==> config.mk <==
export PLATFORM = sky130hd
export DESIGN_NAME = rf_wb_arbiter
export DESIGN_NICKNAME = d
export VERILOG_FILES = /design/src/rtl/rf_wb_arbiter.sv
export SDC_FILE = /design/constraint.sdc
export NUM_CORES = 1
export LEC_CHECK = 0
export CAP_MARGIN = 20
export CORE_MARGIN = 10
export CORE_UTILIZATION = 25
export DETAILED_ROUTE_END_ITERATION = 10
export GPL_TIMING_DRIVEN = 0
export PLACE_DENSITY = 0.52
export REMOVE_ABC_BUFFERS = 1
export SLEW_MARGIN = 20
export SYNTH_ARGS = -nofsm -noshare
export SYNTH_HDL_FRONTEND = slang
export SYNTH_SLANG_ARGS = --single-unit
==> constraint.sdc <==
create_clock -name clk -period 3.7 [get_ports clk]
set_input_delay 0.37 -clock clk [delete_from_list [all_inputs] [get_ports clk]]
set_output_delay 0.37 -clock clk [all_outputs]
set_load 0.005 [all_outputs]
==> src/rtl/rf_wb_arbiter.sv <==
// Round-robin writeback arbiter (EXU/LSU) with a registered RF write port and busy-bit scoreboard.
// Optional define RF_WB_BYPASS_EN: early busy clear at accept plus forwarding outputs.
module rf_wb_arbiter #(
   parameter int unsigned ADDR_WIDTH = 5,
   parameter int unsigned DATA_WIDTH = 32
) (
   input  logic                  clk,
   input  logic                  rst,
   input  logic                  exu_valid,
   output logic                  exu_ready,
   input  logic [ADDR_WIDTH-1:0] exu_waddr,
   input  logic [DATA_WIDTH-1:0] exu_wdata,
   input  logic                  lsu_valid,
   output logic                  lsu_ready,
   input  logic [ADDR_WIDTH-1:0] lsu_waddr,
   input  logic [DATA_WIDTH-1:0] lsu_wdata,
   output logic                  rf_wen,
   output logic [ADDR_WIDTH-1:0] rf_waddr,
   output logic [DATA_WIDTH-1:0] rf_wdata,
   input  logic                  issue_valid,
   input  logic [ADDR_WIDTH-1:0] issue_waddr,
   output logic                  issue_ready,
   input  logic [ADDR_WIDTH-1:0] chk_raddr1,
   input  logic [ADDR_WIDTH-1:0] chk_raddr2,
   output logic                  stall
`ifdef RF_WB_BYPASS_EN
   ,
   output logic                  fwd1_valid,
   output logic                  fwd2_valid,
   output logic [DATA_WIDTH-1:0] fwd1_data,
   output logic [DATA_WIDTH-1:0] fwd2_data
`endif
);

   localparam int unsigned NREGS = 2 ** ADDR_WIDTH;
   localparam logic GRANT_EXU = 1'b0;
   localparam logic GRANT_LSU = 1'b1;

   logic                  last_grant;
   logic                  grant_exu;
   logic                  grant_lsu;
   logic                  accept;
   logic [ADDR_WIDTH-1:0] sel_waddr;
   logic [DATA_WIDTH-1:0] sel_wdata;
   logic [NREGS-1:0]      busy;
   logic [NREGS-1:0]      busy_next;
   logic                  clr_en;
   logic [ADDR_WIDTH-1:0] clr_addr;
   logic                  src1_hazard;
   logic                  src2_hazard;
   logic                  issue_fire;

   // Round-robin grant: a lone requester always wins, a tie goes to whoever lost last time.
   always_comb begin
      grant_exu = exu_valid && (!lsu_valid || (last_grant == GRANT_LSU));
      grant_lsu = lsu_valid && (!exu_valid || (last_grant == GRANT_EXU));
      accept    = grant_exu || grant_lsu;
      sel_waddr = grant_exu ? exu_waddr : lsu_waddr;
      sel_wdata = grant_exu ? exu_wdata : lsu_wdata;
   end

   assign exu_ready = grant_exu;
   assign lsu_ready = grant_lsu;

`ifdef RF_WB_BYPASS_EN
   // Data already sitting in the output stage is forwarded, so it no longer causes a stall.
   always_comb begin
      fwd1_valid = rf_wen && (rf_waddr == chk_raddr1) && (chk_raddr1 != '0);
      fwd2_valid = rf_wen && (rf_waddr == chk_raddr2) && (chk_raddr2 != '0);
      fwd1_data  = rf_wdata;
      fwd2_data  = rf_wdata;
      clr_en     = accept && (sel_waddr != '0);
      clr_addr   = sel_waddr;
   end
   assign src1_hazard = (chk_raddr1 != '0) && busy[chk_raddr1] && !fwd1_valid;
   assign src2_hazard = (chk_raddr2 != '0) && busy[chk_raddr2] && !fwd2_valid;
`else
   always_comb begin
      clr_en   = rf_wen;
      clr_addr = rf_waddr;
   end
   assign src1_hazard = (chk_raddr1 != '0) && busy[chk_raddr1];
   assign src2_hazard = (chk_raddr2 != '0) && busy[chk_raddr2];
`endif

   assign stall       = src1_hazard || src2_hazard;
   assign issue_ready = !busy[issue_waddr] || (issue_waddr == '0);
   assign issue_fire  = issue_valid && issue_ready && !stall;

   // Clear first, then set, so a new issue survives a writeback to the same register.
   always_comb begin
      busy_next = busy;
      if (clr_en) begin
         busy_next[clr_addr] = 1'b0;
      end
      if (issue_fire && (issue_waddr != '0)) begin
         busy_next[issue_waddr] = 1'b1;
      end
   end

   always_ff @(posedge clk) begin
      if (rst) begin
         last_grant <= GRANT_LSU;
         busy       <= '0;
         rf_wen     <= 1'b0;
         rf_waddr   <= '0;
         rf_wdata   <= '0;
      end else begin
         busy   <= busy_next;
         rf_wen <= accept && (sel_waddr != '0);
         if (accept) begin
            last_grant <= grant_exu ? GRANT_EXU : GRANT_LSU;
            rf_waddr   <= sel_waddr;
            rf_wdata   <= sel_wdata;
         end
      end
   end

endmodule

# Word-level counts from Yosys, hierarchy flattened
# Cells that the tools add are included.
dict set report classes {
  n_mux 15
  order_cmp 6
  n_bitwise 4
  n_reduce_logical 24
}
# operator count
set op_table {}
lappend op_table {{2-to-1 mux 32 bit} 3}
lappend op_table {{bitwise AND 32 bit} 1}
lappend op_table {{NOT 32 bit} 1}
lappend op_table {{bitwise OR 32 bit} 1}
lappend op_table {{less-than comparator 5 x 6 -> 1 bit (second input constant)} 4}
lappend op_table {{nonzero test 5 bit} 4}
lappend op_table {{binary-select mux 1 bit (select 5 bit)} 3}
lappend op_table {{demux 1 bit (select 5 bit)} 2}
lappend op_table {{greater-or-equal comparator 5 x 1 -> 1 bit (second input constant)} 2}
lappend op_table {{logical AND 1 bit} 10}
lappend op_table {{2-to-1 mux 1 bit} 6}
lappend op_table {{zero test 5 bit} 1}
lappend op_table {{logical OR 1 bit} 5}
lappend op_table {{2-to-1 mux 5 bit} 1}
lappend op_table {{zero test 1 bit} 4}
lappend op_table {{NOT 1 bit} 1}
dict set report totals {
  out_inout_bits 42
  ff_bits 71
}

# Depth between registers and ports, before layout
# Gate-level depths: netlist of run 1.
dict set report logic_depth {
  depth_word 9
  ltp_mapped 9
  ltp_nobuf 6
}

# Least setup slack after synthesis of run 1
# OpenSTA, ideal clock, no wires.
dict set report synth_path {
  path_type {input to register}
  startpoint {in chk_raddr2[0]}
  endpoint {reg busy[19]}
  arrival_time_ns 2.044
  setup_slack_ns 1.568
  required_ns 3.612
  setup_ns 0.088
  stages 8
  path_cell_list {buf_6 > mux4_1 > mux2i_1 > o22ai_1 > a211oi_4 > nand4_4 > buf_6 > o31ai_1}
}
dict set report synth_between {
  elab_chain_cells 8
  elab_cells_between_ends 9
  cone_classes {mux (3); reduce/logical (6)}
}
# item line_no
set synth_lines {}
lappend synth_lines {{start: declaration} 24} ;# input logic [ADDR_WIDTH-1:0] chk_raddr2,
lappend synth_lines {{binary-select mux 1 bit (select 5 bit)} 83} ;# assign src2_hazard = (chk_raddr2 != '0) && busy[chk_raddr2];
lappend synth_lines {{2-to-1 mux 1 bit (not written as such)} 83}
lappend synth_lines {{logical AND 1 bit *} 83}
lappend synth_lines {{logical OR 1 bit *} 86} ;# assign stall = src1_hazard || src2_hazard;
lappend synth_lines {{zero test 1 bit *} 88} ;# assign issue_fire = issue_valid && issue_ready && !stall;
lappend synth_lines {{logical AND 1 bit *} 88}
lappend synth_lines {{logical AND 1 bit *} 96} ;# if (issue_fire && (issue_waddr != '0)) begin
lappend synth_lines {{2-to-1 mux 32 bit *} 96}
lappend synth_lines {{end signal: assignment} 109} ;# busy <= busy_next;
lappend synth_lines {{end: declaration} 45} ;# logic [NREGS-1:0] busy;
# Every way passes the cells marked *; elsewhere a longest branch is shown, timed or not. The select of a mux whose other input is x is not followed.
# A chain may end at the register's enable or synchronous reset.

# Worst setup path in the final report of run 1
dict set report layout_path {
  startpoint {in chk_raddr2[0]}
  endpoint {out stall}
}
dict set report layout_between {
  elab_chain_cells 4
  elab_cells_between_ends 5
  cone_classes {mux (2); reduce/logical (3)}
}
# item line_no
set layout_lines {}
lappend layout_lines {{binary-select mux 1 bit (select 5 bit)} 83}
lappend layout_lines {{2-to-1 mux 1 bit (not written as such)} 83}
lappend layout_lines {{logical AND 1 bit *} 83}
lappend layout_lines {{logical OR 1 bit *} 86}
lappend layout_lines {{end: declaration} 25} ;# output logic stall
# Marked as above.

==> results of run 1 <==
final timing paths:
path | from | end | cells after the start
setup / recovery | chk_raddr2[0] | stall | 7
hold / removal | exu_valid | rf_wdata[13]$_SDFFE_PP0P_ | 3
setup reg to reg | busy[15]$_SDFF_PP0_ | busy[31]$_SDFF_PP0_ | 6
hold reg to reg | rf_wdata[30]$_SDFFE_PP0P_ | rf_wdata[30]$_SDFFE_PP0P_ | 2
cells in the final DEF (no fill, tap or decap), drive strengths merged, types with 3 or more instances in the layout:
cell and n:
clkdlybuf4s50 131, dfxtp 71, nor2 47, inv 38, nand2 37, a21oi 35
o31ai 34, a31oi 33, o221a 31, nand3b 24, nor2b 21, o21ai 21
mux2i 16, mux4 15, clkbuf 12, nor3b 8, nor3 7, nand2b 5
nand3 5, a311oi 5, buf 5, o22ai 4, mux2 4, or2 3
a211oi 3
kinds of logic after synthesis:
family	count (synthesis)
AOI/OAI and AO/OA	171
buffers and inverters	89
DFF	71
muxes	35
and+or+nand+nor	167
final cells by class:
cell class / count / share of cell area [%]
clock inverters: 4 / 0.861
clock buffers: 11 / 4.04
inverters: 37 / 2.22
well taps: 229 / 4.59
flip-flops and latches: 71 / 22.8
multi-input cells: 373 / 43.4
repair buffers: 137 / 22.1
critical path, cell delays in order:
cell	delay, ns
clkdlybuf4s50_1	0.79
mux4_1	0.61
mux2i_1	0.27
nor3b_1	0.13
a211oi_4	0.23
nand2_1	0.09
clkdlybuf4s50_1	0.46
state kept, by name, summed over array words and instances, names as in the netlist:
register and count:
rf_waddr 5, rf_wen 1, rf_wdata 32, busy 32
last_grant 1
timing repair:
action,in CTS,in global routing
hold buffers,0,0
endpoints found under the setup margin,1,1
resized for setup,1,2
power breakdown:
part	total, mW	switching (mW)	internal (mW)	leakage (nW)
clock network	0.912	0.355	0.558	0.144
logic	0.453	0.205	0.248	1.58
registers	0.849	0.0437	0.805	0.583
metal layers:
layer	vias to the layer above	routed length [um]	track usage [%]
met5	-	0	0
met4	0	172	3.42
met3	11	1990	7.15
met2	189	6940	20.0
met1	2151	7230	16.2
li1	2173	-	-
==> results.py, run 1 <==
metrics = {
    "outcome": {
        "status": "finished clean",
    },
    "global_routing": {
        "grt_usage_pct": 13.3,
        "grt-ovfl-total": 0,
        "grt_max_degree": 85,
        "antenna_found_initial": 0,
        "grt_first_pass_wirelength_um": 25800,
        "first_global_vias": 4655,
    },
    "synth": {
        "synth.most_common_cell": "dfxtp_1",
        "syn_area_per_cell_um2": 8.45,
        "synthArstFlopShare_pct": 0,
        "synth-seq-cells": 71,
        "synthCells": 533,
        "synth_edf_count": 0,
        "synth_common_cells": "dfxtp_1, nor2_1, clkbuf_1",
        "muxShareOfSynthArea_pct": 12.5,
        "yosys.area_share.simple_pct": 19.9,
        "synth_flop_cell": "dfxtp_1",
        "ys_top_cells_by_area": "dfxtp_1, o221a_2, o31ai_1",
        "syn_area_um2": 4500,
        "synth_xor_area_share_pct": 0,
        "synth_top_family_by_area": "compound AO/OA/AOI/OAI gates",
        "yosysTopAreaCell": "dfxtp_1",
        "ys_seq_area_share_pct": 31.6,
        "yosysUniqueCellTypes": 46,
        "yosys.area_share.adder_pct": 0,
        "synth_compound_area_share_pct": 27.8,
        "yosys_warnings": 0,
        "synth_top_area_share_pct": 31.6,
    },
    "clocking": {
        "h-tree-depth": 3,
        "cts_max_path_buffers": 2,
        "cts.reportedPaths.clkPinSlew_ns": 0.06,
        "insertion_delay_ns": 0.34,
        "clock_sinks": 71,
        "cts_root_buf": "clkbuf_16",
        "cts_tree": "built",
        "cts_buffers": 9,
        "cts_setup_buffers": 0,
    },
    "floorplan": {
        "initial_utilization_pct": 25.2,
        "coreArea_um2": 17800,
        "die_area_um2": 23800,
        "rows": 49,
        "die_w_um": 154,
        "die_h_um": 154,
        "top_level_ports": 136,
    },
    "pwr": {
        "ir_drop_v": 0.000193,
        "p_leak_nw": 2.31,
        "power_mw": 2.21,
        "p_per_area_nw_per_um2": 354,
    },
    "worst_setup_path": {
        "arrival_ns": 2.94,
        "start_kind": "primary input",
        "ff2ff_setup_slack_ns": 1.17,
        "end_kind": "primary output",
        "cp_max_fo": 8,
        "crit_required_ns": 3.33,
        "worstSetupPathType": "in2out",
    },
    "sta": {
        "setup_viol": 0,
        "setup_slack_ns": 0.386,
        "post-route-min-period_ns": 3.31,
        "worst_pin_slew_ns": 0.836,
        "fin_setup_tns_ns": 0,
        "clock_skew_ns": 0.00597,
        "min_period_over_period_pct": 89.6,
        "slew_headroom_pct": 43.5,
        "rsz0062_at_grt": "false",
        "fmax_ghz": 0.302,
        "maxSlewViolCount": 0,
        "hold_viol_final": 0,
        "timing.hold.ws_ns": 0.472,
    },
    "cells_and_area": {
        "seqCellArea_um2": 1420,
        "multiInputGateArea_um2": 2710,
        "drive_gt1_share_pct": 12.0,
        "diodes": 0,
        "finalInstanceArea_um2": 6250,
        "fin_util_pct": 35.0,
        "layout.cells.non_filler": 862,
        "nets": 723,
        "syn2layout_area_growth_pct": 38.8,
        "filler_cell_count": 1809,
    },
    "placement": {
        "dp_cells": 847,
        "routabilityCongestion": 0.857,
        "dp_slack_ns": -0.260,
        "post-dp-hpwl_um": 11600,
        "post_dp_cell_area_um2": 5950,
        "io_buffer_count": 135,
    },
    "worst_hold_path": {
        "hp-class": "in2reg",
    },
    "drt": {
        "routed_wl_um": 16300,
        "post_drt_wl_per_cell_um": 18.9,
        "antenna_left": 0,
        "vias": 4524,
        "drt_iter0_drc": 241,
        "drt-vias-per-instance": 5.25,
        "drt_first_pass_iters": 4,
        "drc": 0,
    },
    "run": {
        "drv_cap": 0,
    },
}
No activity file was read; power rests on OpenSTA's default activity.
==> run 2: changes to the inputs <==
--- a/config.mk
+++ b/config.mk
@@ -7,10 +7,10 @@
 export LEC_CHECK = 0
 export CAP_MARGIN = 20
 export CORE_MARGIN = 10
-export CORE_UTILIZATION = 25
+export CORE_UTILIZATION = 52
 export DETAILED_ROUTE_END_ITERATION = 10
 export GPL_TIMING_DRIVEN = 0
-export PLACE_DENSITY = 0.52
+export PLACE_DENSITY = 0.86
 export REMOVE_ABC_BUFFERS = 1
 export SLEW_MARGIN = 20
 export SYNTH_ARGS = -nofsm -noshare
==> run 2 against run 1 <==
  * Die area fell by 46%
  * Sequential share of layout area rose by 1.1 points
  * Final area fell by 4.4%
  * Final cell count fell by 14%
  * Global-route usage rose by 9.0 points
  * Critical path depth rose by 1
  * Sequential cell count did not move
  * Combinational power fell by 0.9%
  * Critical path type unchanged
==> results.py, run 2 (synthesized netlist as in run 1, its figures left out) <==
metrics = {
    "run": {
        "drv_cap": 0,
    },
    "cells_and_area": {
        "multiInputGateArea_um2": 2710,
        "nets": 722,
        "final_cell_mix": "clkdlybuf4s50_1, dfxtp_1, nor2_1, inv_1, nand2_1",
        "largest_registers": "busy (32), rf_wdata (32), rf_waddr (5)",
        "layout_commonest_cell": "clkdlybuf4s50_1",
        "diodes": 0,
        "seqCellArea_um2": 1420,
        "filler_cell_count": 646,
        "drive_gt1_share_pct": 11.5,
        "syn2layout_area_growth_pct": 32.6,
        "finalInstanceArea_um2": 5970,
    },
    "global_routing": {
        "grt_first_pass_wirelength_um": 23800,
        "grt-ovfl-total": 0,
        "antenna_found_initial": 0,
        "first_global_vias": 4621,
        "grt_max_degree": 77,
        "grt_usage_pct": 22.3,
    },
    "worst_setup_path": {
        "cp_max_fo": 20,
        "ff2ff_setup_slack_ns": 1.22,
        "r2r_cells": 6,
        "cp_cell_sequence": "clkdlybuf4s15_1 -> mux4_2 -> and3b_1 -> or4_4 -> o31ai_4 -> nand2_1 -> o31ai_1 -> clkdlybuf4s50_1",
        "cpPeakStageDelay_ns": 0.80,
        "worstSetupPathType": "in2out",
        "start_kind": "primary input",
        "arrival_ns": 3.22,
        "end_kind": "primary output",
        "crit_required_ns": 3.33,
        "cp_slowest_cell": "clkdlybuf4s15_1",
    },
    "worst_hold_path": {
        "hold_path_depth": 2,
        "hp-class": "reg2reg",
    },
    "drt": {
        "drt-vias-per-instance": 6.17,
        "post_drt_wl_per_cell_um": 20.2,
        "drt_iter0_drc": 302,
        "vias": 4553,
        "antenna_left": 0,
        "routed_wl_um": 14900,
        "drt_first_pass_iters": 5,
        "drc": 0,
    },
    "sta": {
        "worst_pin_slew_ns": 0.969,
        "clock_skew_ns": 0.0148,
        "slew_headroom_pct": 35.4,
        "fmax_ghz": 0.278,
        "maxSlewViolCount": 0,
        "rsz0062_at_grt": "false",
        "min_period_over_period_pct": 97.1,
        "setup_slack_ns": 0.106,
        "setup_viol": 0,
        "hold_viol_final": 0,
        "post-route-min-period_ns": 3.59,
        "fin_setup_tns_ns": 0,
    },
    "floorplan": {
        "die_h_um": 113,
        "top_level_ports": 136,
        "die_w_um": 113,
        "die_area_um2": 12800,
        "coreArea_um2": 8340,
        "initial_utilization_pct": 54.0,
        "rows": 33,
    },
    "placement": {
        "post_dp_cell_area_um2": 5770,
        "dp_slack_ns": -0.183,
        "io_buffer_count": 135,
        "post-dp-hpwl_um": 10700,
        "routabilityCongestion": 0.914,
    },
    "pwr": {
        "p_leak_nw": 2.25,
        "ir_drop_v": 0.000201,
        "p_per_area_nw_per_um2": 322,
    },
    "clocking": {
        "cts_tree": "built",
        "cts.reportedPaths.clkPinSlew_ns": 0.07,
        "insertion_delay_ns": 0.35,
        "clock_sinks": 71,
        "h-tree-depth": 3,
        "hold_buffers": 0,
        "cts_root_buf": "clkbuf_8",
        "cts_max_path_buffers": 2,
        "cts_buffers": 9,
    },
    "outcome": {
        "status": "finished clean",
    },
}
[run 2: changes by cell type in the layout (fill, tap and decap cells not counted), sizes merged]
| cell | previous run | this run |
|---|---|---|
| buf | 5 | 4 |
| clkdlybuf4s15 | 0 | 1 |
[run 2: layout make-up]
class,instances,share of cell area [%]
flip-flops and latches,71,23.8
repair buffers,136,22.9
multi-input cells,373,45.4
inverters,37,2.33
well taps,105,2.20
clock inverters,4,0.901
clock buffers,12,2.43
[run 2: where the power goes]
group | internal (mW) | switching [mW]
clock network | 0.333 | 0.297
registers | 0.804 | 0.0418
logic | 0.245 | 0.204
[run 2: critical path, delay by kind of cell]
kind,cells,cell delay (ns)
buffers and inverters,2,1.37
AND/OR/NAND/NOR,3,0.70
AO/OA/AOI/OAI,2,0.17
multiplexers,1,0.60
[run 2: final timing paths]
kind,start,to
min reg2reg,busy[0]$_SDFF_PP0_,busy[0]$_SDFF_PP0_
max reg2reg,busy[10]$_SDFF_PP0_,busy[15]$_SDFF_PP0_
min,busy[0]$_SDFF_PP0_,busy[0]$_SDFF_PP0_
max,issue_waddr[0],issue_ready
[run 2: timing repair]
action	CTS	global route
endpoints found under the setup margin	1	1
gates resized for setup	1	1
endpoints found under the hold margin	0	0
setup buffers	0	0
[run 2: per-stage QoR]
step | util, % | std cells | hold WS, ns | total power [mW]
2_1_floorplan | - | 481 | 0.434 | 1.02
3_3_place_gp | 68.9 | 721 | 0.460 | 1.30
3_5_place_dp | 69.2 | 722 | 0.461 | 1.31
4_1_cts | 71.6 | 738 | 0.475 | 1.93
5_1_grt | 71.6 | 738 | 0.515 | 2.00
6_report | 71.6 | 738 | 0.480 | 1.93
[run 2: layer usage]
layer  track usage [%]  wire length [um]
met3              12.4              2220
met2              36.1              6920
met5                 0                 0
met4              6.43               237
met1              24.5              5560
==> run 3: changes to the inputs <==
--- a/config.mk
+++ b/config.mk
@@ -16,3 +16,4 @@
 export SYNTH_ARGS = -nofsm -noshare
 export SYNTH_HDL_FRONTEND = slang
 export SYNTH_SLANG_ARGS = --single-unit
+export TNS_END_PERCENT = 5
==> results of run 3 <==
The final DEF is identical to that of run 2; final timing and power are the same.
